==> config.mk <==
export PLATFORM = sky130hd
export DESIGN_NAME = uart_tx
export DESIGN_NICKNAME = d
export VERILOG_FILES = /design/src/rtl/uart_pkg.sv /design/src/rtl/uart_bit_timer.sv /design/src/rtl/uart_tx.sv
export SDC_FILE = /design/constraint.sdc
export NUM_CORES = 1
export LEC_CHECK = 0
export CORE_UTILIZATION = 31
export CTS_CLUSTER_SIZE = 28
export DETAILED_ROUTE_END_ITERATION = 10
export GPL_TIMING_DRIVEN = 0
export PLACE_DENSITY_LB_ADDON = 0.12
export SLEW_MARGIN = 20
export SYNTH_ARGS = -nofsm -noshare
export SYNTH_HDL_FRONTEND = slang
export SYNTH_HIERARCHICAL = 1
export SYNTH_SLANG_ARGS = --single-unit
==> constraint.sdc <==
create_clock -name clk_i -period 2.9 [get_ports clk_i]
set_input_delay 0.725 -clock clk_i [delete_from_list [all_inputs] [get_ports clk_i]]
set_output_delay 0.725 -clock clk_i [all_outputs]
set_load 0.005 [all_outputs]
==> src/rtl/uart_pkg.sv <==
// Shared UART definitions: state encoding, default baud divisor and bit-timer width.
// Used by both the transmit and receive paths.
package uart_pkg;

  localparam int DELAY_FRAMES_DEF = 234;  // 27 MHz / 115200 baud
  localparam int CNT_W            = 13;

  localparam logic [2:0] ST_IDLE   = 3'd0;
  localparam logic [2:0] ST_START  = 3'd1;
  localparam logic [2:0] ST_DATA   = 3'd2;
  localparam logic [2:0] ST_PARITY = 3'd3;
  localparam logic [2:0] ST_STOP   = 3'd4;

  typedef enum logic [2:0] {
    IDLE   = ST_IDLE,
    START  = ST_START,
    DATA   = ST_DATA,
    PARITY = ST_PARITY,
    STOP   = ST_STOP
  } uart_state_e;

  // Serial line level for a given state; anything unexpected idles high.
  function automatic logic line_level(input uart_state_e st, input logic data_bit,
                                      input logic par_bit);
    logic lvl;
    case (st)
      START:   lvl = 1'b0;
      DATA:    lvl = data_bit;
      PARITY:  lvl = par_bit;
      default: lvl = 1'b1;
    endcase
    return lvl;
  endfunction

endpackage

==> src/rtl/uart_bit_timer.sv <==
// Loadable bit-period counter: counts 1..DELAY_FRAMES and holds, flagging bit_done_o at the limit.
// Clear has priority over load, load over increment; shared by the TX and RX paths.
module uart_bit_timer
  import uart_pkg::*;
#(
  parameter int DELAY_FRAMES = DELAY_FRAMES_DEF
) (
  input  logic clk_i,
  input  logic reset_ni,
  input  logic load_i,
  input  logic clear_i,
  input  logic en_i,
  output logic bit_done_o
);

  localparam logic [CNT_W-1:0] LIMIT = CNT_W'(DELAY_FRAMES);

  logic [CNT_W-1:0] cnt_q, cnt_d;

  assign bit_done_o = (cnt_q == LIMIT);

  always_comb begin
    cnt_d = cnt_q;
    if (clear_i) begin
      cnt_d = '0;
    end else if (load_i) begin
      cnt_d = CNT_W'(1);
    end else if (en_i && !bit_done_o) begin
      cnt_d = cnt_q + 1'b1;
    end
  end

  always_ff @(posedge clk_i) begin
    if (!reset_ni) begin
      cnt_q <= '0;
    end else begin
      cnt_q <= cnt_d;
    end
  end

endmodule

==> src/rtl/uart_tx.sv <==
// UART transmitter, one byte per valid/ready handshake, 8N1 (8E1 with UART_TX_PARITY_EN defined).
// Start bit on the line the cycle after the handshake; ready_o stays low until the frame ends.
module uart_tx
  import uart_pkg::*;
#(
  parameter int DELAY_FRAMES = DELAY_FRAMES_DEF
) (
  input  logic       clk_i,
  input  logic       reset_ni,
  input  logic [7:0] data_i,
  input  logic       valid_i,
  output logic       ready_o,
  output logic       uart_tx_o,
  output logic       busy_o
);

  uart_state_e state_q, state_d;
  logic [7:0]  shift_q, shift_d;
  logic [2:0]  bit_idx_q, bit_idx_d;
  logic        tx_q, busy_q;
  logic        hs, bit_done, t_load, t_clear;
  logic        par_bit;

`ifdef UART_TX_PARITY_EN
  logic par_q, par_d;
  assign par_bit = par_q;
`else
  assign par_bit = 1'b0;
`endif

  assign ready_o   = (state_q == IDLE) && reset_ni;
  assign hs        = valid_i && ready_o;
  assign uart_tx_o = tx_q;
  assign busy_o    = busy_q;

  uart_bit_timer #(
    .DELAY_FRAMES(DELAY_FRAMES)
  ) u_timer (
    .clk_i     (clk_i),
    .reset_ni  (reset_ni),
    .load_i    (t_load),
    .clear_i   (t_clear),
    .en_i      (state_q != IDLE),
    .bit_done_o(bit_done)
  );

  always_comb begin
    state_d   = state_q;
    shift_d   = shift_q;
    bit_idx_d = bit_idx_q;
    t_load    = 1'b0;
    t_clear   = 1'b0;
`ifdef UART_TX_PARITY_EN
    par_d     = par_q;
`endif
    case (state_q)
      IDLE: begin
        if (hs) begin
          state_d = START;
          shift_d = data_i;
          t_load  = 1'b1;
`ifdef UART_TX_PARITY_EN
          par_d   = ^data_i;
`endif
        end
      end
      START: begin
        if (bit_done) begin
          state_d   = DATA;
          bit_idx_d = 3'd0;
          t_load    = 1'b1;
        end
      end
      DATA: begin
        if (bit_done) begin
          shift_d   = {1'b1, shift_q[7:1]};
          bit_idx_d = bit_idx_q + 1'b1;
          t_load    = 1'b1;
          if (bit_idx_q == 3'd7) begin
`ifdef UART_TX_PARITY_EN
            state_d = PARITY;
`else
            state_d = STOP;
`endif
          end
        end
      end
`ifdef UART_TX_PARITY_EN
      PARITY: begin
        if (bit_done) begin
          state_d = STOP;
          t_load  = 1'b1;
        end
      end
`endif
      STOP: begin
        if (bit_done) begin
          state_d = IDLE;
          t_clear = 1'b1;
        end
      end
      default: begin
        state_d = IDLE;
        t_clear = 1'b1;
      end
    endcase
  end

  // Line is registered from next-state so every bit boundary is a single clean flop edge.
  always_ff @(posedge clk_i) begin
    if (!reset_ni) begin
      state_q   <= IDLE;
      shift_q   <= 8'hFF;
      bit_idx_q <= 3'd0;
      tx_q      <= 1'b1;
      busy_q    <= 1'b0;
`ifdef UART_TX_PARITY_EN
      par_q     <= 1'b0;
`endif
    end else begin
      state_q   <= state_d;
      shift_q   <= shift_d;
      bit_idx_q <= bit_idx_d;
      tx_q      <= line_level(state_d, shift_d[0], par_bit);
      busy_q    <= (state_d != IDLE);
`ifdef UART_TX_PARITY_EN
      par_q     <= par_d;
`endif
    end
  end

endmodule
======== Yosys cells after proc, flatten, opt, wreduce, memory -nomap -nowiden ========
Cells that the tools add are included.
word-level totals
  register bits ........................... 29
  bits of input ports ..................... 11
  output and inout bits ................... 3
  word-level logic and storage cells ...... 58
operators by class
  add/subtract/negate cells ............... 2
  eq/ne operators ......................... 11
  multiplexer cells ....................... 19
  bitwise operators ....................... 1
  reductions and logical operators ........ 17
operator list
  cell                                                                      count
  3-bit 2-to-1 mux                                                          7
  8-bit 2-to-1 mux                                                          2
  8-bit one-hot mux with 2 select lines                                     1
  13-bit by 1-bit adder with 13-bit output (second input constant)          1
  13-bit by 8-bit == test with 1-bit output (second input constant)         1
  3-bit one-hot mux with 4 select lines                                     1
  3-bit by 2-bit == test with 1-bit output (second input constant)          3
  3-bit by 1-bit == test with 1-bit output (second input constant)          2
  3-bit == test (second input constant)                                     2
  1-bit one-hot mux with 2 select lines                                     3
  3-bit one-hot mux with 2 select lines                                     1
  3-bit AND reduction                                                       2
  2-bit nonzero test                                                        3
  3-bit nonzero test                                                        2
  2-bit OR reduction                                                        3
  3-bit OR reduction                                                        2
  1-bit 2-to-1 mux                                                          4
  2-bit by 1-bit inequality test with 1-bit output (second input constant)  2
  3-bit by 1-bit adder with 3-bit output (second input constant)            1
  1-bit logical AND                                                         3
  3-bit zero test                                                           1
  2-bit inequality test (second input constant)                             1
  1-bit zero test                                                           1
  1-bit inverter                                                            1

======== Depth between registers and ports, before layout ========
Gate-level depths: netlist of the first run.
  word-level depth ........................ 8
  gate-level depth with buffers ........... 11
  mapped depth without buffers ............ 10

======== By module ========
Netlist of the first run, hierarchy kept.
by module, submodules not included
  module          times used  cells an instance  area each (sq um)  seq. area each (sq um)
  uart_tx         1           92                 845.8              320.3
  uart_bit_timer  1           76                 649.4              260.2

======== Least setup slack after synthesis of the first run ========
OpenSTA, ideal clock, no wires.
  kind .................................... flip-flop to flip-flop
  start point ............................. register u_timer.cnt_q[9]
  end point ............................... register u_timer.cnt_q[10]
  setup time .............................. 128 ps
  arrival ................................. 2100 ps
  data required time ...................... 2772 ps
  setup slack ............................. 672 ps
  stages on the path, launching flop included .. 9
  path buffers ............................ 2
  clock period less this slack ............ 2228 ps
  path through ............................ dfxtp_1 > or4_4 > nor4_4 > clkbuf_1 > nand3b_1 > nand2b_1 > nand3b_1 > buf_1 > nor2_1
on the way
  word-level cells in the longest chain between the ends .. 4
  elaborated cells between the ends (all ways) .. 8
  those cells by class .................... add/sub (1); eq/ne (1); mux (3); reduce/logical (3)
RTL lines
  element                                    line                          text
  from (decl)                                uart_bit_timer.sv:18          logic [CNT_W-1:0] cnt_q, cnt_d;
  from (signal assigned)                     uart_bit_timer.sv:37          cnt_q <= cnt_d;
  13-bit by 8-bit == test with 1-bit output  uart_bit_timer.sv:20          assign bit_done_o = (cnt_q == LIMIT);
  net bit_done                               uart_tx.sv:21                 logic hs, bit_done, t_load, t_clear;
  1-bit 2-to-1 mux                           uart_tx.sv:68, uart_tx.sv:75
  1-bit one-hot mux with 2 select lines      uart_tx.sv:56                 case (state_q)
  net t_load                                 uart_tx.sv:21
  3-bit OR reduction (no line)               n/a
The timed path passes the listed nets, and every way through them passes these cells.
A chain may end at the register's enable or synchronous reset.

======== Worst setup path after layout of the first run ========
  start point ............................. input reset_ni
  end point ............................... output ready_o
on the way
  word-level cells in the longest chain between the ends .. 1
RTL lines
  element            line           text
  from (decl)        uart_tx.sv:9   input logic reset_ni,
  1-bit logical AND  uart_tx.sv:31  assign ready_o = (state_q == IDLE) && reset_ni;
  to (decl)          uart_tx.sv:12  output logic ready_o,
Every way passes these cells.

==> results.sh, run 1 <==
export IMPL_status="finished clean"
export IMPL_ys_types=40
export IMPL_cts_setup_buffers=0
export IMPL_gr_total_overflow=0
export IMPL_whs_path_depth=2
export IMPL_grt_max_degree=11
export IMPL_final_layout_size_suffix_gt1_share_pct=13.8
export IMPL_synth_most_common_cell="dfxtp_1"
export IMPL_grt_usage_pct=13.5
export IMPL_dpl_hpwl_mm=2.23
export IMPL_worst_pin_slew_ns=0.367
export IMPL_finalInstanceArea_um2=1810
export IMPL_syn_avg_cell_area_um2=8.90
export IMPL_nets=203
export IMPL_clock_sinks=29
export IMPL_coreArea_um2=4500
export IMPL_num_rows=24
export IMPL_power_density_nw_per_um2=522
export IMPL_drt_first_pass_iters=4
export IMPL_yosys_area_top_type="dfxtp_1"
export IMPL_finalPower_uw=944
export IMPL_critPathArrivalTime_ns=2.06
export IMPL_min_from="shift_q[3]"
export IMPL_setup_ws_ns=0.113
export IMPL_nFillCells=471
export IMPL_clk_path_buf_depth=2
export IMPL_dp_cells=233
export IMPL_area_growth_pct=21.0
export IMPL_finClkSkew_ns=0.00181
export IMPL_dpl_worst_slack_ns=-0.284
export IMPL_max_cap_violations=0
export IMPL_timing_final_crit_share_pct=96.1
export IMPL_ir_worst_vdd_uv=261
export IMPL_holdPathEnd="shift_q[3]"
export IMPL_io_pins=14
export IMPL_drc=0
export IMPL_synth_edf_count=0
export IMPL_clk_latency_ns=0.28
export IMPL_fmax_mhz=359
export IMPL_first_iter_violations=48
export IMPL_io_buffer_count=13
export IMPL_cts_tree="built"
export IMPL_rsz0062_at_grt="no"
export IMPL_r2r_end="u_timer/cnt_q[7]"
export IMPL_synth_top_area_share_pct=38.8
export IMPL_postCtsHoldBufs=0
export IMPL_ff2ff_setup_slack_ns=0.37
export IMPL_startpoint_type="input pin"
export IMPL_vias=1226
export IMPL_crit_fanout=10
export IMPL_synthArstFlopShare_pct=0
export IMPL_synthTopCellsByArea="dfxtp_1, nor2_1, o211ai_2"
export IMPL_wirelength_mm=2.99
export IMPL_routabilityCongestion=0.738
export IMPL_cts_resized=2
export IMPL_regArea_um2=581
export IMPL_clk_pin_slew_ns=0.06
export IMPL_diodes=0
export IMPL_setup_tns_final_ns=0
export IMPL_multi_input_area_um2=811
export IMPL_worst_r2r_cell_count=8
export IMPL_grt_pass1_wl_mm=5.24
export IMPL_synthTopCellsByCount="dfxtp_1, nor2_1, inv_1, a22oi_1, a21oi_1"
export IMPL_ys_seq_area_share_pct=38.8
export IMPL_root_buffer="clkbuf_8"
export IMPL_synth_warnings=6
export IMPL_dieHeight_um=71.5
export IMPL_wire_per_inst_um=12.4
export IMPL_syn_nets=183
export IMPL_syn_inst=168
export IMPL_required_ns=2.17
export IMPL_netlist_area_um2=1500
export IMPL_die_x_um=71.5
export IMPL_hold_path_class="flop to flop"
export IMPL_relSlewSlack_pct=75.5
export IMPL_ant_nets=0
export IMPL_antenna_found_initial=0
export IMPL_placed_cell_area_um2=1690
export IMPL_p_leak_nw=0.699
export IMPL_grt_pass1_vias=1186
export IMPL_finalMaxSlewViolations=0
export IMPL_dieArea_um2=5110
export IMPL_hold_viol_final=0
export IMPL_setup_viol=0
export IMPL_synth_seq_cells=29
export IMPL_yosys_most_used_dff="dfxtp_1"
export IMPL_worst_setup_path_type="input pin to output pin"
export IMPL_avgViaCountPerCell=5.09
export IMPL_post_route_min_period_ns=2.79
export IMPL_fin_cells=241
export IMPL_end_kind="output pin"
export IMPL_htreeDepth=2
export IMPL_numCtsBuffers=5
export IMPL_r2r_start="u_timer/cnt_q[9]"
export IMPL_start_util_pct=33.2
==> flip-flops by register name, indices dropped and copies added (netlist names) <==
signal / flops
busy_o: 1
uart_tx_o: 1
state_q: 3
u_timer/cnt_q: 13
bit_idx_q: 3
shift_q: 8
==> cells by family after synthesis <==
logic type,share of synthesized area [%]
compound gates,16.3
xor+xnor,5.86
fa+ha+maj,3.35
buf+inv,6.94
flops,38.8
mux,2.09
simple gates,26.6
==> power by group <==
part	internal (mW)	switching, mW	leakage (nW)
logic	0.0491	0.0433	0.404
clock network	0.280	0.150	0.0585
registers	0.413	0.00936	0.236
total	0.742	0.203	0.699
==> area by class of cell <==
| cell class | count | area share [%] |
|---|---|---|
| clock buffer | 7 | 4.77 |
| multi-input combinational | 117 | 44.8 |
| sequential | 29 | 32.1 |
| clock inverter | 1 | 1.66 |
| tap | 52 | 3.60 |
| buffer | 9 | 3.25 |
| inverter | 13 | 2.70 |
| timing repair buffer | 13 | 7.12 |
==> layer usage <==
layer | global-route usage (%) | wire (µm) | vias to the layer above
met3 | 5.34 | 136 | 4
met1 | 15.4 | 1350 | 580
li1 | - | - | 626
met4 | 3.92 | 23 | 0
met5 | 0 | 0 | -
met2 | 23.3 | 1480 | 16
==> worst max path at each step <==
stage	startpoint	end	slack [ns]	cells after the start
6_report	reset_ni	ready_o	0.11	4
5_1_grt	reset_ni	ready_o	0.02	4
4_1_cts	reset_ni	ready_o	0.09	4
3_5_place_dp	reset_ni	ready_o	-0.28	4
3_3_place_gp	reset_ni	ready_o	-0.23	4
2_1_floorplan	u_timer/cnt_q[9]	u_timer/cnt_q[10]	0.67	8
==> cells in the final DEF, fill, tap and decap left out, drive strengths merged, types with 4 or more instances in the layout <==
cell type and n:
nor3 5, inv 13, nor2b 6, clkbuf 9
dfxtp 29, a22oi 8, nand4 5, xnor2 6
nand2b 5, a21oi 7, nand3 5, o211ai 6
o21ai 4, buf 7, nand2 6, xor2 4
nor2 20, ha 4, clkdlybuf4s50 12
==> worst max-delay path, stage by stage <==
cell,delay (ns)
dlygate4sd2_1,0.42
buf_4,0.27
and2_1,0.15
clkdlybuf4s50_1,0.49
==> stage by stage <==
step                hold slack (ns)  util (%)
floorplan                     0.456         -
global placement              0.472      37.5
detailed placement            0.481      37.5
CTS                           0.492      40.1
global route                  0.501      40.2
finish                        0.491      40.2
Note: power is estimated with default switching activity, not from simulation.
==> run 2: changes to the inputs <==
--- a/config.mk
+++ b/config.mk
@@ -8,7 +8,6 @@
 export CORE_UTILIZATION = 31
 export CTS_CLUSTER_SIZE = 28
 export DETAILED_ROUTE_END_ITERATION = 10
-export GPL_TIMING_DRIVEN = 0
 export PLACE_DENSITY_LB_ADDON = 0.12
 export SLEW_MARGIN = 20
 export SYNTH_ARGS = -nofsm -noshare
==> run 2 against run 1 <==
Worst hold slack better by 0.0047 ns. Final area shrank 2.4%. Clock skew up 0.0014 ns. Global-route usage decreased by 0.73 points. Non-clock buffer count decreased by 3. Routed wire length shrank 4.9%. Sequential cell count unchanged. Die area unchanged. Combinational power decreased by 6.5%. First-iteration DRC count shrank 50%. Final cell count fell by 1.7%. Critical path type unchanged. Highest routed layer unchanged.
==> results.sh, run 2 (synthesis results as in run 1) <==
export IMPL_gr_total_overflow=0
export IMPL_fin_cells=237
export IMPL_first_iter_violations=24
export IMPL_worst_pin_slew_ns=0.376
export IMPL_largest_reg_flops=13
export IMPL_post_route_min_period_ns=2.61
export IMPL_cpLargestDelayFamily="buffers and inverters"
export IMPL_final_common_cell="dfxtp_1"
export IMPL_ff2ff_setup_slack_ns=0.70
export IMPL_area_growth_pct=18.2
export IMPL_grt_pass1_vias=1119
export IMPL_crit_fanout=4
export IMPL_antenna_found_initial=0
export IMPL_worst_setup_path_type="input pin to output pin"
export IMPL_top_regs="u_timer/cnt_q x13, shift_q x8"
export IMPL_status="finished clean"
export IMPL_start_util_pct=33.2
export IMPL_wire_per_inst_um=12.0
export IMPL_numCtsBuffers=5
export IMPL_finalMaxSlewViolations=0
export IMPL_final_cell_mix="dfxtp_1, nor2_1, inv_1, clkdlybuf4s50_1, a22oi_1"
export IMPL_dpl_hpwl_mm=2.12
export IMPL_hold_path_class="flop to flop"
export IMPL_dp_cells=230
export IMPL_grt_max_degree=14
export IMPL_grt_usage_pct=12.7
export IMPL_setup_tns_final_ns=0
export IMPL_relSlewSlack_pct=74.9
export IMPL_dieHeight_um=71.5
export IMPL_crit_top_cell="clkdlybuf4s50_1"
export IMPL_io_buffer_count=13
export IMPL_ant_nets=0
export IMPL_clk_pin_slew_ns=0.06
export IMPL_finClkSkew_ns=0.00318
export IMPL_p_leak_nw=0.670
export IMPL_timing_final_crit_share_pct=89.9
export IMPL_ir_worst_vdd_uv=233
export IMPL_startpoint_type="input pin"
export IMPL_worst_r2r_cell_count=9
export IMPL_clk_latency_ns=0.28
export IMPL_wirelength_mm=2.85
export IMPL_whs_path_depth=2
export IMPL_setup_viol=0
export IMPL_fmax_mhz=383
export IMPL_io_pins=14
export IMPL_die_x_um=71.5
export IMPL_root_buffer="clkbuf_8"
export IMPL_path_cells="clkdlybuf4s50_1 -> and2_1 -> clkdlybuf4s50_1"
export IMPL_min_from="shift_q[1]"
export IMPL_diodes=0
export IMPL_grt_pass1_wl_mm=5.09
export IMPL_max_cap_violations=0
export IMPL_cts_tree="built"
export IMPL_holdPathEnd="shift_q[1]"
export IMPL_critPathArrivalTime_ns=1.88
export IMPL_avgViaCountPerCell=4.97
export IMPL_required_ns=2.17
export IMPL_vias=1177
export IMPL_routabilityCongestion=0.820
export IMPL_drc=0
export IMPL_worst_path_max_delay_cell="clkdlybuf4s50_1"
export IMPL_r2r_end="u_timer/cnt_q[1]"
export IMPL_largest_register="u_timer/cnt_q"
export IMPL_dieArea_um2=5110
export IMPL_r2r_start="u_timer/cnt_q[9]"
export IMPL_nets=200
export IMPL_postCtsHoldBufs=0
export IMPL_clock_sinks=29
export IMPL_rsz0062_at_grt="no"
export IMPL_coreArea_um2=4500
export IMPL_crit_path_max_incr_delay_ns=0.51
export IMPL_clk_path_buf_depth=2
export IMPL_final_layout_size_suffix_gt1_share_pct=12.4
export IMPL_end_kind="output pin"
export IMPL_cts_setup_buffers=0
export IMPL_drt_first_pass_iters=5
export IMPL_cts_resized=0
export IMPL_num_rows=24
export IMPL_htreeDepth=2
export IMPL_critPathBufInv=2
export IMPL_hold_viol_final=0
export IMPL_power_density_nw_per_um2=477
## run 2: metal layers
| layer | up-vias | wire length, µm | GRT usage, % |
|---|---|---|---|
| li1 | 618 | - | - |
| met1 | 538 | 1370 | 16.0 |
| met2 | 16 | 1320 | 20.1 |
| met3 | 5 | 119 | 3.80 |
| met4 | 0 | 38 | 5.88 |
| met5 | - | 0 | 0 |
## run 2: final cells by class
| class | count | area (µm²) |
|---|---|---|
| timing repair buffer | 19 | 175 |
| tap | 52 | 65.1 |
| multi-input combinational | 117 | 811 |
| fill | 471 | 2740 |
| inverter | 13 | 48.8 |
| sequential | 29 | 581 |
| clock buffer | 7 | 86.3 |
## run 2: worst max path at each step
stage	end	startpoint	slack, ns	depth (start not counted)
final	ready_o	reset_ni	0.29	3
after global routing	ready_o	reset_ni	0.24	3
after CTS	ready_o	reset_ni	0.28	3
after detailed placement	ready_o	reset_ni	0.28	3
after global placement	ready_o	reset_ni	0.31	3
after floorplan	u_timer/cnt_q[10]	u_timer/cnt_q[9]	0.67	8
## run 2: worst reg2reg max path, delay by kind of cell, from the launching register on
kind,cells,cell delay (ns)
multiplexers,1,0.29
AND/OR/NAND/NOR,6,1.18
buffers and inverters,2,0.28
flip-flops,1,0.35
## run 2: power breakdown
part           leakage [nW]  switching (mW)  internal [mW]
combinational         0.390          0.0384         0.0481
clock                0.0443           0.144          0.188
sequential            0.236          0.0119          0.413
total                 0.670           0.195          0.649
## run 2: stage by stage
| step | hold slack, ns | utilization, % | setup slack (ns) | cell area, µm² | total power [mW] |
|---|---|---|---|---|---|
| floorplan | 0.456 | - | 0.672 | 1500 | 0.487 |
| global placement | 0.472 | 37.3 | 0.306 | 1680 | 0.520 |
| detailed placement | 0.486 | 37.3 | 0.280 | 1680 | 0.522 |
| CTS | 0.499 | 39.2 | 0.280 | 1770 | 0.858 |
| global route | 0.515 | 39.2 | 0.239 | 1770 | 0.892 |
| finish | 0.496 | 39.2 | 0.292 | 1770 | 0.844 |
